### src/rtl/calc_pkg.sv
// ---------------------------------------------------------------------------
// calc_pkg
// Shared definitions for the calculator result path.
//   RESULT_W / MAG_W / BCD_W : widths of the sign-magnitude result, its
//                              magnitude field and the two-digit BCD value.
//   state_t                  : conversion FSM states (IDLE, CONVERT).
//   digit_t                  : which display digit the scanner has selected.
//   SEG_BLANK / SEG_MINUS    : segment patterns {g,f,e,d,c,b,a}, active-high.
//   SEG_DIGIT[0..9]          : segment patterns for decimal digits.
//   an_for()                 : active-low digit enable for a selected digit.
// ---------------------------------------------------------------------------
package calc_pkg;

    localparam int RESULT_W = 5;
    localparam int MAG_W    = 4;
    localparam int BCD_W    = 8;

    typedef enum logic {
        IDLE    = 1'b0,
        CONVERT = 1'b1
    } state_t;

    typedef enum logic [1:0] {
        DIG_UNITS = 2'd0,
        DIG_TENS  = 2'd1,
        DIG_SIGN  = 2'd2
    } digit_t;

    localparam logic [6:0] SEG_BLANK = 7'h00;
    localparam logic [6:0] SEG_MINUS = 7'h40;

    // Element 0 sits in the least significant position, so SEG_DIGIT[d]
    // is the pattern for decimal digit d.
    localparam logic [9:0][6:0] SEG_DIGIT = {
        7'h6F, 7'h7F, 7'h07, 7'h7D, 7'h6D,
        7'h66, 7'h4F, 7'h5B, 7'h06, 7'h3F
    };

    // an[2] = sign, an[1] = tens, an[0] = units; exactly one bit low.
    function automatic logic [2:0] an_for(input digit_t d);
        logic [2:0] a;
        case (d)
            DIG_UNITS: a = 3'b110;
            DIG_TENS:  a = 3'b101;
            DIG_SIGN:  a = 3'b011;
            default:   a = 3'b110;
        endcase
        return a;
    endfunction

endpackage

### src/rtl/seg7_decode.sv
// ---------------------------------------------------------------------------
// seg7_decode
// Purely combinational BCD to seven-segment decoder.
//   bcd   in  4 : BCD digit 0..9 (codes 10..15 decode to blank)
//   blank in  1 : force all segments off (leading-zero suppression)
//   seg   out 7 : segments {g,f,e,d,c,b,a}, active-high
// ---------------------------------------------------------------------------
module seg7_decode
    import calc_pkg::*;
(
    input  logic [3:0] bcd,
    input  logic       blank,
    output logic [6:0] seg
);

    always_comb begin
        seg = SEG_BLANK;
        if (!blank) begin
            case (bcd)
                4'd0:    seg = SEG_DIGIT[0];
                4'd1:    seg = SEG_DIGIT[1];
                4'd2:    seg = SEG_DIGIT[2];
                4'd3:    seg = SEG_DIGIT[3];
                4'd4:    seg = SEG_DIGIT[4];
                4'd5:    seg = SEG_DIGIT[5];
                4'd6:    seg = SEG_DIGIT[6];
                4'd7:    seg = SEG_DIGIT[7];
                4'd8:    seg = SEG_DIGIT[8];
                4'd9:    seg = SEG_DIGIT[9];
                default: seg = SEG_BLANK;
            endcase
        end
    end

endmodule

### src/rtl/result_display.sv
// ---------------------------------------------------------------------------
// result_display
// Accepts a sign-magnitude calculator result over a valid/ready handshake,
// converts the magnitude to two BCD digits with a bit-serial double dabble
// (4 cycles), and drives a multiplexed 3-digit seven-segment display
// (sign, tens, units) with a free-running scan.
//
// Parameters
//   SCAN_DIV  : clock cycles each digit stays enabled per scan step (2..65535)
// Ports
//   clk       in   1 : system clock, rising edge
//   rst_n     in   1 : asynchronous assert, active-low reset
//   in_valid  in   1 : in_result holds a new result
//   in_ready  out  1 : high while idle; a result transfers when both are high
//   in_result in   5 : [4] sign (1 = negative), [3:0] magnitude
//   seg       out  7 : segments {g,f,e,d,c,b,a}, active-high, registered
//   an        out  3 : digit enables, active-low, [2] sign [1] tens [0] units
// ---------------------------------------------------------------------------
module result_display
    import calc_pkg::*;
#(
    parameter int SCAN_DIV = 1000
) (
    input  logic                clk,
    input  logic                rst_n,
    input  logic                in_valid,
    output logic                in_ready,
    input  logic [RESULT_W-1:0] in_result,
    output logic [6:0]          seg,
    output logic [2:0]          an
);

    localparam int SCAN_W = (SCAN_DIV > 2) ? $clog2(SCAN_DIV) : 1;
    localparam logic [SCAN_W-1:0] SCAN_LAST = SCAN_W'(SCAN_DIV - 1);

    // -----------------------------------------------------------------------
    // Conversion state
    // -----------------------------------------------------------------------
    state_t             state_reg;
    logic [1:0]         shift_cnt_reg;
    logic [MAG_W-1:0]   mag_reg;        // magnitude, shifted out MSB first
    logic               neg_reg;        // sign already cleared for -0
    logic [BCD_W-1:0]   bcd_reg;

    logic [BCD_W-1:0]   bcd_adj;
    logic [BCD_W-1:0]   bcd_shifted;
    logic               convert_done;

    // -----------------------------------------------------------------------
    // Displayed value and scan state
    // -----------------------------------------------------------------------
    logic               disp_neg_reg;
    logic [3:0]         disp_tens_reg;
    logic [3:0]         disp_units_reg;
    logic               disp_neg_next;
    logic [3:0]         disp_tens_next;
    logic [3:0]         disp_units_next;

    logic [SCAN_W-1:0]  scan_cnt_reg;
    logic [SCAN_W-1:0]  scan_cnt_next;
    logic               scan_wrap;
    digit_t             digit_reg;
    digit_t             digit_next;

    logic [3:0]         dec_bcd;
    logic               dec_blank;
    logic [6:0]         dec_seg;
    logic [6:0]         seg_next;
    logic [2:0]         an_next;

    assign in_ready = (state_reg == IDLE);

    // -----------------------------------------------------------------------
    // Double dabble step: add 3 to every BCD nibble that is 5 or more, then
    // shift left bringing in the next magnitude bit.
    // -----------------------------------------------------------------------
    genvar gi;
    generate
        for (gi = 0; gi < BCD_W / 4; gi++) begin : g_dabble
            assign bcd_adj[gi*4 +: 4] = (bcd_reg[gi*4 +: 4] >= 4'd5)
                                      ? bcd_reg[gi*4 +: 4] + 4'd3
                                      : bcd_reg[gi*4 +: 4];
        end
    endgenerate

    // The bit shifted out of the top is always zero for a 4-bit magnitude.
    assign bcd_shifted  = (bcd_adj << 1) | {{(BCD_W-1){1'b0}}, mag_reg[MAG_W-1]};
    assign convert_done = (state_reg == CONVERT) && (shift_cnt_reg == 2'd3);

    // -----------------------------------------------------------------------
    // Conversion FSM
    // -----------------------------------------------------------------------
    always_ff @(posedge clk or negedge rst_n) begin
        if (!rst_n) begin
            state_reg     <= IDLE;
            shift_cnt_reg <= 2'd0;
            mag_reg       <= '0;
            neg_reg       <= 1'b0;
            bcd_reg       <= '0;
        end else begin
            case (state_reg)
                IDLE: begin
                    // in_ready is high throughout IDLE, so in_valid alone
                    // qualifies the transfer here.
                    if (in_valid) begin
                        state_reg     <= CONVERT;
                        shift_cnt_reg <= 2'd0;
                        mag_reg       <= in_result[MAG_W-1:0];
                        neg_reg       <= in_result[RESULT_W-1] & (|in_result[MAG_W-1:0]);
                        bcd_reg       <= '0;
                    end
                end
                CONVERT: begin
                    bcd_reg       <= bcd_shifted;
                    mag_reg       <= {mag_reg[MAG_W-2:0], 1'b0};
                    shift_cnt_reg <= shift_cnt_reg + 2'd1;
                    if (shift_cnt_reg == 2'd3) begin
                        state_reg <= IDLE;
                    end
                end
                default: begin
                    state_reg <= IDLE;
                end
            endcase
        end
    end

    // -----------------------------------------------------------------------
    // Displayed value: loaded from the final shift result directly so it is
    // visible on the same edge that ends the conversion.
    // -----------------------------------------------------------------------
    always_comb begin
        disp_neg_next   = disp_neg_reg;
        disp_tens_next  = disp_tens_reg;
        disp_units_next = disp_units_reg;
        if (convert_done) begin
            disp_neg_next   = neg_reg;
            disp_tens_next  = bcd_shifted[7:4];
            disp_units_next = bcd_shifted[3:0];
        end
    end

    // -----------------------------------------------------------------------
    // Scan counter and digit selection
    // -----------------------------------------------------------------------
    assign scan_wrap     = (scan_cnt_reg == SCAN_LAST);
    assign scan_cnt_next = scan_wrap ? '0 : scan_cnt_reg + SCAN_W'(1);

    always_comb begin
        digit_next = digit_reg;
        if (scan_wrap) begin
            case (digit_reg)
                DIG_UNITS: digit_next = DIG_TENS;
                DIG_TENS:  digit_next = DIG_SIGN;
                default:   digit_next = DIG_UNITS;
            endcase
        end
    end

    // -----------------------------------------------------------------------
    // Segment generation. Both seg and an are computed from digit_next and
    // the next displayed value, so they switch together and a conversion
    // finishing on a scan wrap shows up on the newly selected digit at once.
    // -----------------------------------------------------------------------
    assign dec_bcd   = (digit_next == DIG_TENS) ? disp_tens_next : disp_units_next;
    assign dec_blank = (digit_next == DIG_TENS) && (disp_tens_next == 4'd0);

    seg7_decode u_seg7_decode (
        .bcd   (dec_bcd),
        .blank (dec_blank),
        .seg   (dec_seg)
    );

    always_comb begin
        seg_next = dec_seg;
        if (digit_next == DIG_SIGN) begin
            seg_next = disp_neg_next ? SEG_MINUS : SEG_BLANK;
        end
    end

    assign an_next = an_for(digit_next);

    always_ff @(posedge clk or negedge rst_n) begin
        if (!rst_n) begin
            disp_neg_reg   <= 1'b0;
            disp_tens_reg  <= 4'd0;
            disp_units_reg <= 4'd0;
            scan_cnt_reg   <= '0;
            digit_reg      <= DIG_UNITS;
            seg            <= SEG_DIGIT[0];
            an             <= 3'b110;
        end else begin
            disp_neg_reg   <= disp_neg_next;
            disp_tens_reg  <= disp_tens_next;
            disp_units_reg <= disp_units_next;
            scan_cnt_reg   <= scan_cnt_next;
            digit_reg      <= digit_next;
            seg            <= seg_next;
            an             <= an_next;
        end
    end

endmodule

### config.mk
export PLATFORM = sky130hd
export DESIGN_NAME = result_display
export DESIGN_NICKNAME = d
export VERILOG_FILES = /design/src/rtl/calc_pkg.sv /design/src/rtl/seg7_decode.sv /design/src/rtl/result_display.sv
export SDC_FILE = /design/constraint.sdc
export NUM_CORES = 1
export LEC_CHECK = 0
export CORE_MARGIN = 1
export CORE_UTILIZATION = 49
export DETAILED_ROUTE_END_ITERATION = 10
export PLACE_DENSITY = 0.78
export RECOVER_POWER = 25
export SLEW_MARGIN = 20
export SYNTH_ARGS = -nofsm -noshare
export SYNTH_HDL_FRONTEND = slang
export SYNTH_SLANG_ARGS = --single-unit
### constraint.sdc
create_clock -name clk -period 6 [get_ports clk]
set_clock_uncertainty 0.15 [all_clocks]
set_input_delay 1.5 -clock clk [delete_from_list [all_inputs] [get_ports clk]]
set_output_delay 1.5 -clock clk [all_outputs]
set_load 0.03 [all_outputs]
Word level (Yosys, flattened, before mapping)
Memory sizes are Yosys's and may differ from the RTL's.
Cells that the tools add are included.

storage, ports and cells
  word-level logic and storage cells = 56
  input port bits = 8
  output and inout port bits = 11
  memories = 1
  bits in read-only memories = 112
  register bits after elaboration = 47

memories
  memory            depth  bits a word  rd ports  clocked after memory_dff  wr ports  RTL line           text
  (name not given)  16     7            1         0                         0         seg7_decode.sv:19  case (bcd)

operators by class
  reduce and logical (&&, ||, !) cells = 6
  multiplexer cells = 22
  equal/unequal tests = 6
  bitwise logic cells = 3
  magnitude comparators = 2
  add/sub/neg operators = 4

operators by type and width
  operator                                                               count
  7-bit two-way mux                                                      3
  4-bit two-way mux                                                      5
  8-bit one-hot mux with 2 select lines                                  1
  10-bit by 1-bit adder with 10-bit output, second input constant        1
  10-bit == test, second input constant                                  1
  10-bit two-way mux                                                     1
  4-bit by 3-bit >= comparator with 1-bit output, second input constant  2
  8-bit two-way mux                                                      1
  8-bit by 1-bit OR with 8-bit output                                    1
  2-bit one-hot mux with 2 select lines                                  2
  4-bit one-hot mux with 2 select lines                                  1
  3-bit one-hot mux with 2 select lines                                  1
  4-bit by 2-bit adder with 4-bit output, second input constant          1
  2-bit by 1-bit == test with 1-bit output, second input constant        2
  2-bit == test, second input constant                                   2
  4-bit zero test                                                        1
  2-bit two-way mux                                                      2
  4-bit OR reduction                                                     1
  3-bit by 2-bit adder with 3-bit output, second input constant          1
  1-bit two-way mux                                                      3
  3-bit two-way mux                                                      1
  2-bit by 1-bit adder with 2-bit output, second input constant          1
  1-bit logical AND                                                      2
  2-bit zero test                                                        1
  other kinds (5)                                                        5

Depth between registers and ports, before layout
Gate-level depths: netlist (run 1).

  word-level depth = 8
  gate-level depth with buffers = 17

By module
Synthesis (run 1) repeated with hierarchy kept, for this count alone.

unflattened totals
  cells, all modules = 240
  area, all modules = 2466.1 um2

by module, submodules not included
  module          seq. area each (um2)  cells each  times used  area an instance (um2)
  result_display  1186.1                209         1           2235.9
  seg7_decode     0.0                   31          1           230.2

Worst setup path after synthesis (run 1)
Ideal clock, no wire load.

  kind = register -> register
  from = register scan_cnt_reg[0]
  to = register seg[4]
  data arrival time = 3213 ps
  slack = 2569 ps
  library setup time = 68 ps
  stages on the path, launching flop included = 16
  buffers on the path = 3
  cells stage by stage = dfrtp_1 > ha_1 > nand2_1 > nor4b_1 > and3_1 > buf_2 > mux2i_1 > inv_1 > ha_1 > clkbuf_1 > clkbuf_1 > o21ai_0 > ha_1 > mux2i_1 > a211o_1 > a21boi_2

between the ends
  cells in the longest elaborated chain, start to end = 7

ends and longest elaborated chain
  element                                   RTL line                                      text
  start: declaration                        result_display.sv:59                          logic [SCAN_W-1:0] scan_cnt_reg;
  start signal: assignment                  result_display.sv:196                         scan_cnt_reg <= scan_cnt_next;
  10-bit == test *                          result_display.sv:146                         assign scan_wrap = (scan_cnt_reg == SCAN_LAST);
  2-bit two-way mux *                       result_display.sv:151                         if (scan_wrap) begin
  net digit_next[0]                         result_display.sv:63                          digit_t digit_next;
  2-bit by 1-bit == test with 1-bit output  result_display.sv:165, result_display.sv:166
  4-bit two-way mux                         result_display.sv:165                         assign dec_bcd = (digit_next == DIG_TENS) ? disp_tens_next : disp_units_next;
  memory read 16 x 7 bit                    n/a
  7-bit two-way mux                         seg7_decode.sv:18                             if (!blank) begin
  7-bit two-way mux *                       result_display.sv:176                         if (digit_next == DIG_SIGN) begin
  net seg_next[4]                           result_display.sv:68                          logic [6:0] seg_next;
  end signal: assignment                    result_display.sv:190                         seg <= SEG_DIGIT[0];
  end signal: assignment                    result_display.sv:198                         seg <= seg_next;
  end: declaration                          result_display.sv:29                          output logic [6:0] seg,

The timed path passes the listed nets; every way through them passes the cells marked *.
A chain may end at the register's enable or synchronous reset.

Final worst setup path (run 1)
Same ends and word-level chain as after synthesis.

==> flow_summary.yaml, run 1 <==
outcome:
  status: "finished with violations"
  violations: "max-capacitance violations, max-slew violations"
yosys:
  yosysWarnings: 0
  ys_types: 58
  syn_area_um2: 2630
  ys.flop_type: "dfrtp_1"
  synth_area_leaders: "dfrtp_1 37%, dfstp_2 8.0%, ha_1 6.7%, nand2_1 4.1%, o21ai_0 3.2%"
  synth.net_count: 277
  yosysTopAreaCell: "dfrtp_1"
  postSynth.asyncResetShare: 1.00
  synth_top_area_frac: 0.372
  synth_seq_cells: 47
  synth_cells: 255
  synth-seq-area-share: 0.452
  postSynthAreaPerCell_um2: 10.3
  synth_edf_count: 0
sta:
  slew_viol_final: 48
  max_freq_mhz: 262
  period_share: 0.636
  hold_viol: 0
  fin_crit_ns: 3.82
  tightestPinTransition_ns: 2.41
  rsz0062_at_grt: "false"
  maxSlewHeadroom: -0.609
  setup-tns-final_ns: 0
  setup_viol: 0
  whs_ns: 0.332
min_path:
  hp-class: "register to register"
worst_setup_path:
  crit_path_start_kind: "register"
  cp_cell_sequence: "ha_1, nand2_1, nor4b_1, and3_1, mux2i_1, inv_1, ha_1, o21ai_0, ha_1, a221oi_1, a211o_1, a21boi_2"
  cpLargestDelayFamily: "compound AO/OA/AOI/OAI gates"
  arrival_ns: 3.91
  critPathLaunch: "scan_cnt_reg[0]"
  reg2reg_slack_ns: 2.18
  crit_type: "register to register"
  crit_fanout: 15
  slowest_stage: "o21ai_0"
  end_kind: "register"
  crit_path_end: "seg[4]"
  critical_path.most_common_cell: "ha_1"
  cp.depth: 12
  path_buf_inv: 1
  cp_data_required_time_ns: 6.10
  r2r-start: "scan_cnt_reg[0]"
  r2r_end: "seg[4]"
  max_stage_delay_ns: 0.50
  ff2ff_path_depth: 12
floorplan:
  core_region_area_um2: 5140
  rows: 26
  fp.dieH_um: 75.2
  io-pin-count: 19
  die-area_um2: 5650
  dieWidth_um: 75.2
  start_util: 0.511
grt:
  grt_overflow_total: 0
  grt_pass1_vias: 1707
  grt_util_met1: 0.246
  grt_util_all_layers: 0.190
  grt_util_met2: 0.306
  grt_max_degree: 48
  globalRouteMet3Util: 0.0428
  top_usage_layer: "met2"
  grt_antenna_before_repair: 0
  grt_first_pass_wirelength_um: 7890
clock_network:
  clk_pin_slew_worst_paths_ns: 0.09
  hold_buffers: 0
  postCtsSetupRepairBufs: 0
  cts_resized: 0
  root_buffer: "clkbuf_8"
  tritoncts: "built"
  cts_made_buffers: 5
  insertion_delay_ns: 0.31
  htree_levels: 2
  clockBufferDepth: 2
  cts.sinks: 47
finish:
  largest_reg_flops: 10
  final_nets: 289
  antenna_cells: 0
  fin_cells: 338
  synthToLayoutAreaGrowth_pct: 11.8
  fin_area_um2: 2940
  drive_above_1_share: 0.146
  final_util: 0.571
detailed_routing:
  ant_nets: 0
  drt_iter0_drc: 110
  wl_per_cell_um: 13.9
  viasPerCell: 5.58
  dr_total_vias: 1887
  drc_errors: 0
  wirelength_um: 4700
  first_pass_iters: 5
placement:
  placed_cell_area_um2: 2820
  dp.cells: 330
  routabilityCongestion: 0.822
  port_buffers: 18
  dp_hpwl_um: 3330
job:
  cap_violations: 1
power:
  vdd_drop_max_mv: 0.284
  p_leak_nw: 1.24
  power_density_nw_per_um2: 492
-- routing by layer --
| layer | up-vias | part of all wire |
|---|---|---|
| li1 | 920 | - |
| met1 | 924 | 0.45 |
| met2 | 36 | 0.50 |
| met3 | 7 | 0.036 |
| met4 | 0 | 0.014 |
| met5 | - | 0 |
-- cell usage after synthesis (all sizes together), types with 2 or more instances --
| master | count |
|---|---|
| a2111oi | 3 |
| a211o | 2 |
| a211oi | 3 |
| a21boi | 3 |
| a21oi | 8 |
| a31o | 2 |
| a31oi | 3 |
| and2 | 2 |
| and3 | 2 |
| and4 | 2 |
| buf | 9 |
| clkbuf | 4 |
| dfrtp | 39 |
| dfstp | 8 |
| ha | 14 |
| inv | 17 |
| mux2 | 5 |
| mux2i | 8 |
| nand2 | 30 |
| nand2b | 2 |
| nand3 | 10 |
| nor2 | 15 |
| nor2b | 3 |
| nor3 | 6 |
| o21ai | 22 |
| o22ai | 2 |
| o31ai | 7 |
| or3b | 2 |
| xnor2 | 5 |
| xor2 | 4 |
-- cells by family (layout without fill, tap and decap cells) --
logic type               after synthesis  after routing  synth area share
buffers and inverters                 30             43            0.0486
XOR/XNOR                               9              9            0.0300
adder cells (fa/ha/maj)               14             14            0.0667
AND/OR/NAND/NOR                       79             79             0.150
multiplexers                          13             13            0.0548
flip-flops                            47             47             0.452
AO/OA/AOI/OAI                         63             63             0.198
-- worst min path at each step --
stage	depth (start not counted)	start	slack (ns)	endpoint
2_1_floorplan	1	scan_cnt_reg[9]	0.29	scan_cnt_reg[9]
3_3_place_gp	2	mag_reg[1]	0.31	mag_reg[2]
3_5_place_dp	2	disp_neg_reg	0.32	disp_neg_reg
4_1_cts	1	shift_cnt_reg[0]	0.34	shift_cnt_reg[0]
5_1_grt	1	shift_cnt_reg[0]	0.35	shift_cnt_reg[0]
6_report	2	disp_neg_reg	0.33	disp_neg_reg
-- per-stage QoR --
step | power, W | setup slack [ns]
6_report | 0.00144 | 2.18
5_1_grt | 0.00155 | 1.85
4_1_cts | 0.00145 | 2.17
3_5_place_dp | 0.00121 | 2.25
3_3_place_gp | 0.00120 | 2.49
2_1_floorplan | 0.00105 | 2.57
-- layout by cell type (no fill, tap or decap), types with 5 or more instances in the layout --
cell type        Yosys  layout
dfrtp_1             39      39
nand2_1             29      29
inv_1               17      17
o21ai_0             17      17
clkdlybuf4s50_1      0      17
nor2_1              15      15
ha_1                14      14
nand3_1             10      10
mux2i_1              8       8
a21oi_1              8       8
dfstp_2              8       8
nor3_1               5       5
xnor2_1              5       5
o31ai_1              5       5
clkbuf_8             0       5
-- cell type report --
class | instances | area (µm²)
clock inverter | 3 | 43.8
tap | 70 | 87.6
inverter | 17 | 63.8
multi-input combinational | 178 | 1310
fill | 463 | 2200
sequential | 47 | 1190
timing repair buffer | 18 | 174
clock buffer | 5 | 68.8
-- power by group --
group	total (W)	switching, W	internal (W)
sequential	0.000520	0.0000902	0.000430
clock	0.000232	0.000108	0.000124
combinational	0.000690	0.000401	0.000290
total	0.00144	0.000599	0.000844
-- tightest hold or removal path, delay by kind of cell (launching register included) --
family	cells	cell delay, ns
flip-flops	1	0.33
AND/OR/NAND/NOR	2	0.11
Note: power is estimated with default switching activity, not from simulation.
==> run 2: changes to the inputs <==
clock period = 3.8 ns   (was 6 ns; I/O delays follow)
==> flow_summary.yaml, run 2 (synthesized netlist as in run 1, its figures left out) <==
min_path:
  hp-class: "register to register"
finish:
  largest_reg_flops: 10
  regArea_um2: 1190
  final_nets: 291
  synthToLayoutAreaGrowth_pct: 12.2
  fillCellCount: 456
  final_common_cell: "dfrtp_1"
  layout_common_cells: "39 x dfrtp_1, 29 x nand2_1, 17 x inv_1, 17 x o21ai_0, 17 x clkdlybuf4s50_1"
  antenna_cells: 0
  drive_above_1_share: 0.149
  multi_input_area_um2: 1310
  fin_cells: 339
placement:
  dp_hpwl_um: 3430
  dp.cells: 332
  port_buffers: 18
  routabilityCongestion: 0.875
clock_network:
  clockBufferDepth: 2
  htree_levels: 2
  postCtsSetupRepairBufs: 0
  cts_resized: 0
  insertion_delay_ns: 0.30
  cts.sinks: 47
  root_buffer: "clkbuf_8"
  tritoncts: "built"
  hold_buffers: 0
  cts_made_buffers: 5
  clk_pin_slew_worst_paths_ns: 0.08
grt:
  grt_first_pass_wirelength_um: 8270
  grt_pass1_vias: 1762
  grt_util_all_layers: 0.193
  grt_overflow_total: 0
  grt_max_degree: 48
  grt_antenna_before_repair: 0
sta:
  setup_viol: 0
  setup-tns-final_ns: 0
  fin_crit_ns: 3.52
  period_share: 0.926
  hold_viol: 0
  tightestPinTransition_ns: 2.46
  whs_ns: 0.335
  rsz0062_at_grt: "false"
  maxSlewHeadroom: -0.638
  max_freq_mhz: 284
  slew_viol_final: 48
power:
  power_density_nw_per_um2: 769
  p_leak_nw: 1.25
  vdd_drop_max_mv: 0.484
outcome:
  violations: "max-capacitance violations, max-slew violations"
  status: "finished with violations"
floorplan:
  dieWidth_um: 75.2
  start_util: 0.511
  core_region_area_um2: 5140
  fp.dieH_um: 75.2
  die-area_um2: 5650
  io-pin-count: 19
  rows: 26
detailed_routing:
  viasPerCell: 5.35
  wirelength_um: 4870
  drt_iter0_drc: 75
  drc_errors: 0
  wl_per_cell_um: 14.4
  first_pass_iters: 4
  ant_nets: 0
  dr_total_vias: 1815
worst_setup_path:
  crit_fanout: 11
  max_stage_delay_ns: 0.46
  crit_path_start_kind: "register"
  path_buf_inv: 1
  crit_type: "register to register"
  critical_path.most_common_cell: "ha_1"
  cp_cell_sequence: "ha_1, nand2_1, nor4b_1, and3_1, mux2i_1, inv_1, ha_1, o21ai_0, ha_1, mux2i_1, a211o_1, a21boi_2"
  cp_data_required_time_ns: 3.88
  slowest_stage: "o21ai_0"
  arrival_ns: 3.60
  cpLargestDelayFamily: "compound AO/OA/AOI/OAI gates"
  end_kind: "register"
job:
  cap_violations: 1
==> run 2: cell types whose count changed in the layout (fill, tap and decap cells not counted), sizes merged <==
cell / change
clkinv: -2
buf: +2
clkinvlp: +1
==> run 2: final timing paths <==
path / end / startpoint / cells past startpoint / slack [ns]
min in group asynchronous: scan_cnt_reg[7] / rst_n / 1 / 1.25
worst min register to register: scan_cnt_reg[9] / scan_cnt_reg[9] / 1 / 0.33
worst max-delay path: seg[4] / scan_cnt_reg[0] / 12 / 0.28
worst max register to register: seg[4] / scan_cnt_reg[0] / 12 / 0.28
worst min-delay path: scan_cnt_reg[9] / scan_cnt_reg[9] / 1 / 0.33
max in group asynchronous: seg[6] / rst_n / 1 / 0.86
==> run 2: cell type report <==
type,count,area share
inverter,17,0.0217
timing repair buffer,20,0.0642
sequential,47,0.403
clock buffer,5,0.0234
multi-input combinational,178,0.445
tap,70,0.0297
clock inverter,2,0.0127
==> run 2: per-layer routing <==
metal / up-vias / part of all wire / track usage
li1: 923 / - / -
met1: 861 / 0.49 / 0.267
met2: 27 / 0.48 / 0.306
met3: 4 / 0.030 / 0.0375
met4: 0 / 0.0074 / 0.0638
met5: - / 0 / 0
==> run 2: power by group <==
group	switching, W	internal (W)	leakage (nW)
Clock	0.000159	0.000192	0.0502
Combinational	0.000631	0.000458	0.618
Sequential	0.000147	0.000679	0.578
==> run 2: worst reg2reg max path, stage by stage, from the launching register on <==
cell and delay, ns:
dfrtp_1 0.40, ha_1 0.23, nand2_1 0.09, nor4b_1 0.32, and3_1 0.30, mux2i_1 0.26, inv_1 0.11, ha_1 0.35
o21ai_0 0.46, ha_1 0.27, mux2i_1 0.09, a211o_1 0.32, a21boi_2 0.13
==> run 2: per-stage QoR <==
stage                     worst slack [ns]  power (W)  utilization  cell area [µm²]
after global routing                0.0361    0.00244        0.573             2940
after detailed placement             0.326    0.00192        0.552             2840
after floorplan                      0.369    0.00166            -             2630
final                                0.280    0.00227        0.573             2940
after global placement               0.537    0.00189        0.552             2840
after CTS                            0.275    0.00228        0.573             2950
